`config.mk`:
```
export PLATFORM = sky130hd
export DESIGN_NAME = array_table_writer
export DESIGN_NICKNAME = d
export VERILOG_FILES = /design/src/rtl/array_table_writer.sv
export SDC_FILE = /design/constraint.sdc
export NUM_CORES = 1
export LEC_CHECK = 0
export ABC_AREA = 1
export BUFFER_PORTS_ARGS = -buffer_cell sky130_fd_sc_hd__buf_2
export CORE_MARGIN = 4
export CORE_UTILIZATION = 40
export DETAILED_ROUTE_END_ITERATION = 8
export MAX_ROUTING_LAYER = met4
export PLACE_DENSITY = 0.7
export SLEW_MARGIN = 30
export SYNTH_ARGS = -nofsm -noshare
export SYNTH_HDL_FRONTEND = slang
export SYNTH_SLANG_ARGS = --single-unit
export TNS_END_PERCENT = 30
```
`constraint.sdc`:
```
create_clock -name clk -period 2.6 [get_ports clk]
set_input_delay 0.65 -clock clk [delete_from_list [all_inputs] [get_ports clk]]
set_output_delay 0.65 -clock clk [all_outputs]
set_load 0.01 [all_outputs]
```
`src/rtl/array_table_writer.sv`:
```
// Table owner for an external array_match: serves insert/delete/clear requests over
// a valid-ready request/response handshake and keeps an occupancy count.
package data_types_pkg;
  localparam int DATA_WIDTH = 4;
  typedef struct packed {
    logic [DATA_WIDTH-1:0] value;
    logic                  valid;
  } data_t;
endpackage

module array_table_writer
  import data_types_pkg::*;
#(
  parameter  int SIZE  = 8,
  parameter  int WIDTH = 4,
  localparam int IDXW  = $clog2(SIZE),
  localparam int CNTW  = $clog2(SIZE + 1)
) (
  input  logic                   clk,
  input  logic                   rst_n,
  input  logic                   req_valid,
  output logic                   req_ready,
  input  logic [1:0]             req_op,
  input  logic [WIDTH-1:0]       req_value,
  output logic                   rsp_valid,
  input  logic                   rsp_ready,
  output logic [1:0]             rsp_status,
  output logic [IDXW-1:0]        rsp_index,
  output data_t [SIZE-1:0]       entries_o,
  output logic [WIDTH-1:0]       match_value_o,
  input  logic [SIZE-1:0]        match_mask_i,
  output logic [CNTW-1:0]        count_o
);

  localparam logic [1:0] ST_IDLE = 2'd0;
  localparam logic [1:0] ST_EXEC = 2'd1;
  localparam logic [1:0] ST_RESP = 2'd2;

  localparam logic [1:0] OP_INSERT = 2'b00;
  localparam logic [1:0] OP_DELETE = 2'b01;
  localparam logic [1:0] OP_CLEAR  = 2'b10;

  localparam logic [1:0] RS_OK       = 2'b00;
  localparam logic [1:0] RS_FULL     = 2'b01;
  localparam logic [1:0] RS_DUP      = 2'b10;
  localparam logic [1:0] RS_NOTFOUND = 2'b11;

  logic [1:0]       state_q, state_d;
  logic [1:0]       op_q, op_d;
  logic [WIDTH-1:0] match_value_q, match_value_d;
  data_t [SIZE-1:0] table_q, table_d;
  logic [CNTW-1:0]  count_q, count_d;
  logic             rsp_valid_q, rsp_valid_d;
  logic [1:0]       rsp_status_q, rsp_status_d;
  logic [IDXW-1:0]  rsp_index_q, rsp_index_d;

  logic             mask_any, free_any;
  logic [IDXW-1:0]  mask_idx, free_idx;
  logic [CNTW-1:0]  mask_pop;

  // Lowest matching entry, lowest free entry and match popcount.
  always_comb begin
    mask_any = 1'b0;
    mask_idx = '0;
    free_any = 1'b0;
    free_idx = '0;
    mask_pop = '0;
    for (int i = SIZE - 1; i >= 0; i--) begin
      if (match_mask_i[i]) begin
        mask_any = 1'b1;
        mask_idx = IDXW'(i);
      end
      if (!table_q[i].valid) begin
        free_any = 1'b1;
        free_idx = IDXW'(i);
      end
      mask_pop = mask_pop + CNTW'(match_mask_i[i]);
    end
  end

  always_comb begin
    state_d       = state_q;
    op_d          = op_q;
    match_value_d = match_value_q;
    table_d       = table_q;
    count_d       = count_q;
    rsp_valid_d   = rsp_valid_q;
    rsp_status_d  = rsp_status_q;
    rsp_index_d   = rsp_index_q;
    case (state_q)
      ST_IDLE: begin
        if (req_valid) begin
          op_d          = req_op;
          match_value_d = req_value;
          state_d       = ST_EXEC;
        end
      end
      ST_EXEC: begin
        rsp_status_d = RS_OK;
        rsp_index_d  = '0;
        case (op_q)
          OP_INSERT: begin
            if (mask_any) begin
              rsp_status_d = RS_DUP;
              rsp_index_d  = mask_idx;
            end else if (count_q == CNTW'(SIZE) || !free_any) begin
              rsp_status_d = RS_FULL;
            end else begin
              table_d[free_idx].value = match_value_q;
              table_d[free_idx].valid = 1'b1;
              count_d                 = count_q + 1'b1;
              rsp_index_d             = free_idx;
            end
          end
          OP_DELETE: begin
            if (!mask_any) begin
              rsp_status_d = RS_NOTFOUND;
            end else begin
              for (int i = 0; i < SIZE; i++) begin
                if (match_mask_i[i]) table_d[i] = '0;
              end
              // Mask only covers valid entries, but never let the count wrap.
              count_d     = (mask_pop > count_q) ? '0 : count_q - mask_pop;
              rsp_index_d = mask_idx;
            end
          end
          OP_CLEAR: begin
            table_d = '0;
            count_d = '0;
          end
          default: ;
        endcase
        rsp_valid_d = 1'b1;
        state_d     = ST_RESP;
      end
      ST_RESP: begin
        if (rsp_ready) begin
          rsp_valid_d = 1'b0;
          state_d     = ST_IDLE;
        end
      end
      default: state_d = ST_IDLE;
    endcase
  end

  always_ff @(posedge clk or negedge rst_n) begin
    if (!rst_n) begin
      state_q       <= ST_IDLE;
      op_q          <= '0;
      match_value_q <= '0;
      table_q       <= '0;
      count_q       <= '0;
      rsp_valid_q   <= 1'b0;
      rsp_status_q  <= '0;
      rsp_index_q   <= '0;
    end else begin
      state_q       <= state_d;
      op_q          <= op_d;
      match_value_q <= match_value_d;
      table_q       <= table_d;
      count_q       <= count_d;
      rsp_valid_q   <= rsp_valid_d;
      rsp_status_q  <= rsp_status_d;
      rsp_index_q   <= rsp_index_d;
    end
  end

  assign req_ready     = (state_q == ST_IDLE);
  assign rsp_valid     = rsp_valid_q;
  assign rsp_status    = rsp_status_q;
  assign rsp_index     = rsp_index_q;
  assign entries_o     = table_q;
  assign match_value_o = match_value_q;
  assign count_o       = count_q;

endmodule

```
* Word level (Yosys, flattened, before mapping)
Index checks and enable logic that the tools add are counted.
** Storage, ports and cells
- Register bits :: 58
- Output and inout port bits :: 55
- Word-level logic and storage cells :: 140
** Cells by class
- $add $sub $neg :: 9
- Magnitude comparators :: 3
- Eq/ne operators :: 18
- Mux-type cells :: 68
- Reductions and logical operators :: 19
** Operators by type and width (number)
- 40-bit two-way mux :: 3
- 40-bit one-hot mux with 3 select lines :: 1
- 40-bit bitwise mux :: 2
- 3-bit two-way mux :: 19
- 6-bit AND reduction :: 8
- 5-bit two-way mux :: 9
- 5-bit demux with 3-bit select :: 2
- 2-bit inequality test (second input constant) :: 13
- 1-bit two-way mux :: 19
- 4-bit by 1-bit adder with 4-bit output :: 4
- 4-bit two-way mux :: 4
- 4-bit one-hot mux with 3 select lines :: 1
- 2-bit two-way mux :: 4
- 2-bit one-hot mux with 3 select lines :: 1
- 3-bit one-hot mux with 2 select lines :: 1
- 2-bit AND reduction :: 3
- 5-bit AND reduction :: 1
- 3-bit by 1-bit adder with 4-bit output :: 1
- 4-bit by 1-bit adder with 4-bit output (second input constant) :: 1
- 2-bit by 1-bit equality test with 1-bit output (second input constant) :: 2
- 2-bit equality test (second input constant) :: 2
- 4-bit equality test (second input constant) :: 1
- 4-bit greater-than comparator :: 1
- 2-bit zero test :: 2
- other kinds (12) :: 12

* Longest topological paths before layout
Gate-level depths: netlist of the first run.
- Depth in word-level cells :: 17
- Depth in mapped cells :: 16

* Worst setup path after synthesis of the first run
OpenSTA, ideal clock, no wires.
- Path type :: input to register
- Start point :: input port match_mask_i[3]
- End point :: register count_q[1], in the netlist count_o[1]
- Arrival :: 3867 ps
- Required time :: 2523 ps
- Setup slack :: -1345 ps
- Stages on the path :: 15
- Path buffers :: 0
- Cell sequence :: inv_1 > fa_1 > fa_1 > fa_1 > inv_1 > ha_1 > inv_1 > fa_1 > inv_1 > fa_1 > o21ai_0 > nand3_1 > o21ai_0 > nor2_1 > a21oi_1
** On the way
- Cells in the longest elaborated chain, start to end :: 8
- Elaborated cells between the ends (all ways) :: 16
- Those cells by class :: 5 x add/sub; 1 x order compare; 2 x eq/ne; 7 x mux; 1 x reduce/logical
** Ends and longest elaborated chain
- start, declared :: RTL line 31 : input logic [SIZE-1:0] match_mask_i,
- 4-bit by 1-bit adder with 4-bit output (4 in a row) :: RTL line 77 : mask_pop = mask_pop + CNTW'(match_mask_i[i]);
- 4-bit subtractor or 4-bit greater-than comparator (tied branches) :: RTL line 123 : count_d = (mask_pop > count_q) ? '0 : count_q - mask_pop;
- 4-bit two-way mux :: RTL line 123
- 4-bit two-way mux :: RTL line 116 : if (!mask_any) begin
- 4-bit one-hot mux with 3 select lines :: RTL line 101 : case (op_q)
- end signal, assigned :: RTL line 161 : count_q <= count_d;
- end, declared :: RTL line 52 : logic [CNTW-1:0] count_q, count_d;
Parallel ways exist; a longest one is shown, timed or not. The select of a mux whose other input is x is not followed.
A chain may end at the register's enable or synchronous reset.

* Worst setup path in the final report of the first run
Ends and elaborated chain as after synthesis.

==> results.cfg, run 1 <==
[run_status]
status = finished, violations left
violations = negative setup slack

[global_route]
grt_max_degree = 59
grt_usage = 0.200
overflow = 0
grt_first_pass_wirelength_um = 15200
grt_antenna_before_repair = 0
grt_pass1_vias = 3131

[cells_and_area]
drive_gt1_frac = 0.337
nFillCells = 762
multiInputGateArea_sq_um = 1660
num_antenna_cells = 0
layout.nets = 561
regArea_sq_um = 1450
syn2layout_area_growth_pct = 30.1

[flow_run]
cap_viol_max_count = 0

[worst_hold_path]
hp-class = input port to asynchronous set/reset pin

[placed_design]
gp_congestion = 0.849
hpwl_um = 6210
dp_slack_ns = -1.61
portBuffers = 72

[route]
drt-initial-drc-count = 176
drt_first_pass_iters = 4
via_per_inst = 5.01
avgRoutedWirePerCell_um = 14.4
drc = 0
routed_wl_um = 9120
vias = 3172
ant_nets = 0

[floorplan]
die-area_sq_um = 9700
start_util = 0.417
core_area_sq_um = 7850
row_count = 32
die_h_um = 98.5
die_x_um = 98.5
io-pin-count = 73

[sta]
fin_worst_skew_ns = 0.00988
finalHoldWorstSlack_ns = 0.437
tightest_slew_ns = 0.726
finalSetupViolCount = 9
fin_tns_setup_ns = -11.59
drv_slew = 0
hold_viol = 0
fin_crit_sh = 1.52
rsz0062_at_grt = yes
fin_crit_ns = 3.95
worst_slack_ns = -1.35
max_freq_mhz = 253
maxSlewHeadroom = 0.516

[synthesis]
syn_inst = 411
synth_top_cell_by_area = dfrtp_1
async_reset_ff_frac = 1.00
synth_edf_count = 0
syn_nets = 446
synth_cell_type_count = 32
syn_avg_cell_area_sq_um = 7.97
synth_area_leaders = dfrtp_1 44%, nand2_1 17%, nand3_1 5.2%, ha_1 4.6%, inv_1 3.9%
netlist.area_leader.share = 0.443
seq_area_frac_synth = 0.443
synth-seq-cells = 58
yosys_warnings = 0
syn_area_sq_um = 3270
ys.flop_type = dfrtp_1

[cts]
cts_tree = built
clk_latency_ns = 0.34
h-tree-depth = 3
cts_buffer_depth = 2
root_buffer = clkbuf_8
path_clk_slew_ns = 0.07
numCtsBuffers = 9
cts_hold_buf = 0
cts_sinks = 58

[power]
leakagePower_nw = 2.36
power_density_nw_per_um2 = 1010
ir_worst_vdd_v = 0.000580

[setup_path]
regToRegSetupSlack_ns = 0.68
crit_fanout = 4
worstSetupEndpointType = register
cp_data_arrival_time_ns = 4.21
path_class = input port to register
required_ns = 2.86
worstSetupStartpointType = input port
-- state kept, by name, indices dropped and copies added (netlist names) --
signal / count
rsp_valid: 1
op_q: 2
rsp_status: 2
rsp_index: 3
state_q: 2
count_o: 4
match_value_o: 4
entries_o: 40
-- cell type report --
class	count	area share
Inverter	40	0.0361
Multi-Input combinational cell	305	0.390
Sequential cell	58	0.341
Timing Repair Buffer	112	0.160
Tap cell	102	0.0300
Clock inverter	2	0.00235
Clock buffer	14	0.0405
-- cell families (layout without fill, tap and decap cells) --
group | count (synthesis) | in the layout | share of synthesized area
flops | 58 | 58 | 0.443
fa+ha+maj | 17 | 17 | 0.0764
compound gates | 35 | 35 | 0.0642
xor+xnor | 4 | 4 | 0.0107
simple gates | 249 | 249 | 0.348
buf+inv | 48 | 168 | 0.0569
-- power by group --
| group | internal [W] | switching [W] | total (W) |
|---|---|---|---|
| Combinational | 0.000811 | 0.00131 | 0.00212 |
| Clock | 0.000421 | 0.000343 | 0.000765 |
| Sequential | 0.00112 | 0.000291 | 0.00142 |
-- synthesized netlist by cell type (3+ instances only) --
library cell  count
inv_1            34
a21oi_1          10
nand2_1         148
o21ai_0          17
nor2_2            9
nor2_1           27
fa_1              5
nor2_4            3
inv_2             4
clkbuf_1          5
nand4_1           5
nand3_1          34
ha_1             12
nand2_2          14
dfrtp_1          58
nor3_4            3
-- placed cells by master (no fill, tap or decap), types with 3 or more instances in the layout --
| cell type | n |
|---|---|
| fa_1 | 3 |
| nand2_1 | 148 |
| buf_4 | 39 |
| nor3_4 | 3 |
| dfrtp_1 | 58 |
| inv_2 | 8 |
| nor2_4 | 3 |
| nor2_1 | 27 |
| ha_1 | 11 |
| nand2_2 | 14 |
| o21ai_0 | 13 |
| nand3_1 | 33 |
| inv_1 | 29 |
| nand4_1 | 5 |
| a21oi_1 | 10 |
| nor2_2 | 9 |
| buf_2 | 70 |
| clkbuf_8 | 12 |
-- routing by layer --
layer,vias to the layer above,GRT usage,share of wire
li1,1533,-,-
met1,1484,0.251,0.43
met2,125,0.313,0.47
met3,30,0.0531,0.072
met4,0,0.0714,0.030
met5,-,-,0
-- path summary, 6_finish.rpt --
kind	start	endpoint	cells after the start
worst max-delay path	match_mask_i[3]	count_o[1]	16
worst min-delay path	rst_n	rsp_index[0]	2
worst max register to register	count_o[0]	count_o[1]	8
worst min register to register	entries_o[32]	entries_o[32]	2
max in group asynchronous	rst_n	state_q[1]	2
min in group clk	entries_o[32]	entries_o[32]	2
-- worst max-delay path, stage by stage --
cell and delay [ns]:
buf_8 0.08, clkinvlp_4 0.09, fa_1 0.51, fa_1 0.52, fa_1 0.42, inv_1 0.09
ha_2 0.18, inv_2 0.04, fa_2 0.54, inv_2 0.04, fa_2 0.35, o21ai_2 0.17
nand3_2 0.14, o21ai_2 0.20, nor2_1 0.06, a21oi_1 0.13
-- stage by stage --
| stage | instance area, sq um | util | std cells | total power [W] |
|---|---|---|---|---|
| floorplan | 3280 | - | 411 | 0.00268 |
| global placement | 3850 | 0.491 | 593 | 0.00331 |
| detailed placement | 3850 | 0.491 | 593 | 0.00337 |
| CTS | 4240 | 0.540 | 633 | 0.00421 |
| global route | 4260 | 0.543 | 633 | 0.00464 |
| finish | 4260 | 0.543 | 633 | 0.00430 |
-- what timing repair did --
| action | CTS | global route |
|---|---|---|
| setup buffers | 24 | 0 |
| pin swaps | 9 | 8 |
| gates resized for setup | 10 | 5 |
| endpoints found under the setup margin | 4 | 9 |
Note: power is estimated with default switching activity, not from simulation.
==> run 2, diff against run 1 <==
- BUFFER_PORTS_ARGS: -buffer_cell sky130_fd_sc_hd__buf_2 -> default
- DONT_BUFFER_PORTS: default -> 1
- PLACE_DENSITY: 0.7 -> 0.62
==> results.cfg, run 2 (synthesis gave the netlist of run 1 again) <==
[run_status]
status = finished, violations left
violations = negative setup slack

[cells_and_area]
layout_common_cells = 148 x nand2_1, 58 x dfrtp_1, 33 x nand3_1, 32 x inv_1, 27 x nor2_1
layout.nets = 457
final_area_sq_um = 3620
layout_commonest_cell = nand2_1
drive_gt1_frac = 0.157
num_antenna_cells = 0
nFillCells = 807
largest_reg_flops = 40
syn2layout_area_growth_pct = 10.6

[global_route]
grt_max_degree = 51
overflow = 0
grt_first_pass_wirelength_um = 14100
grt_antenna_before_repair = 0
grt_usage = 0.191
grt_pass1_vias = 2750

[power]
leakagePower_nw = 1.84
ir_worst_vdd_v = 0.000701
total_power_w = 0.00391
power_density_nw_per_um2 = 1080

[cts]
postCtsSetupRepairBufs = 0
cts_sinks = 58
cts_tree = built
numCtsBuffers = 9
h-tree-depth = 3
path_clk_slew_ns = 0.07
cts_buffer_depth = 2
root_buffer = clkbuf_8
clk_latency_ns = 0.33

[setup_path]
required_ns = 2.85
crit_fanout = 4
worstSetupEndpointType = register
worstSetupStartpointType = input port
path_class = input port to register
cp_data_arrival_time_ns = 3.95

[sta]
max_freq_mhz = 271
fin_worst_skew_ns = 0.00958
tightest_slew_ns = 0.538
worst_slack_ns = -1.09
fin_tns_setup_ns = -4.30
finalSetupViolCount = 4
rsz0062_at_grt = yes
hold_viol = 0
fin_crit_sh = 1.42
maxSlewHeadroom = 0.641
drv_slew = 0
fin_crit_ns = 3.69

[route]
drt_first_pass_iters = 4
avgRoutedWirePerCell_um = 16.1
ant_nets = 0
drc = 0
vias = 2628
routed_wl_um = 8510
drt-initial-drc-count = 175
via_per_inst = 4.98

[floorplan]
die_x_um = 98.5
io-pin-count = 73
core_area_sq_um = 7850
start_util = 0.417
row_count = 32
die-area_sq_um = 9700
die_h_um = 98.5

[worst_hold_path]
hp-class = input port to asynchronous set/reset pin

[flow_run]
cap_viol_max_count = 0

[placed_design]
gp_congestion = 0.898
dpl_cell_area_sq_um = 3420
hpwl_um = 6360
portBuffers = 0
[run 2: cell type report]
class	instances	area, sq um	area share
Multi-Input combinational cell	305	1650	0.456
Inverter	40	154	0.0425
Sequential cell	58	1450	0.401
Clock inverter	3	17.5	0.00484
Clock buffer	12	135	0.0373
Tap cell	102	128	0.0352
Timing Repair Buffer	8	82.6	0.0228
[run 2: power by group]
group,internal (W),switching (W)
Combinational,0.000596,0.00107
Clock,0.000338,0.000357
Sequential,0.00112,0.000428
Total,0.00206,0.00185
[run 2: layer usage]
metal	vias up	share of wire	global-route usage
li1	1324	-	-
met1	1228	0.45	0.227
met2	65	0.47	0.308
met3	11	0.067	0.0658
met4	0	0.013	0.0567
met5	-	0	-
[run 2: worst max-delay path, cell delays in order]
cell     delay, ns
inv_1         0.04
fa_1          0.55
fa_1          0.42
fa_1          0.44
inv_1         0.08
ha_2          0.17
inv_1         0.05
fa_2          0.55
inv_2         0.05
fa_2          0.36
o21ai_2       0.15
nand3_2       0.11
o22ai_1       0.13
nor2_1        0.06
a21oi_1       0.12
[run 2: path summary, 6_finish.rpt]
path,from,to,slack [ns],cells after the start
min in group clk,req_value[1],match_value_o[1],0.43,2
setup reg to reg,state_q[1],entries_o[13],0.56,8
hold / removal,rst_n,entries_o[38],0.16,1
max in group asynchronous,rst_n,match_value_o[2],1.56,1
setup / recovery,match_mask_i[0],count_o[0],-1.09,15
hold reg to reg,entries_o[29],entries_o[29],0.54,2
[run 2: timing repair]
| action | 4_1_cts | 5_1_grt |
|---|---|---|
| hold endpoints to repair | 50 | 0 |
| endpoints found under the setup margin | 4 | 4 |
| hold buffers | 2 | 0 |
| gates resized for setup | 2 | 4 |
[run 2: metrics by stage]
stage | hold slack, ns | util | setup slack [ns] | instances
final | 0.161 | 0.461 | -1.09 | 528
after global routing | 0.162 | 0.461 | -1.21 | 528
after CTS | 0.163 | 0.461 | -1.08 | 528
after detailed placement | 0.357 | 0.435 | -1.47 | 511
after global placement | 0.356 | 0.435 | -1.41 | 511
after floorplan | 0.354 | - | -1.26 | 411
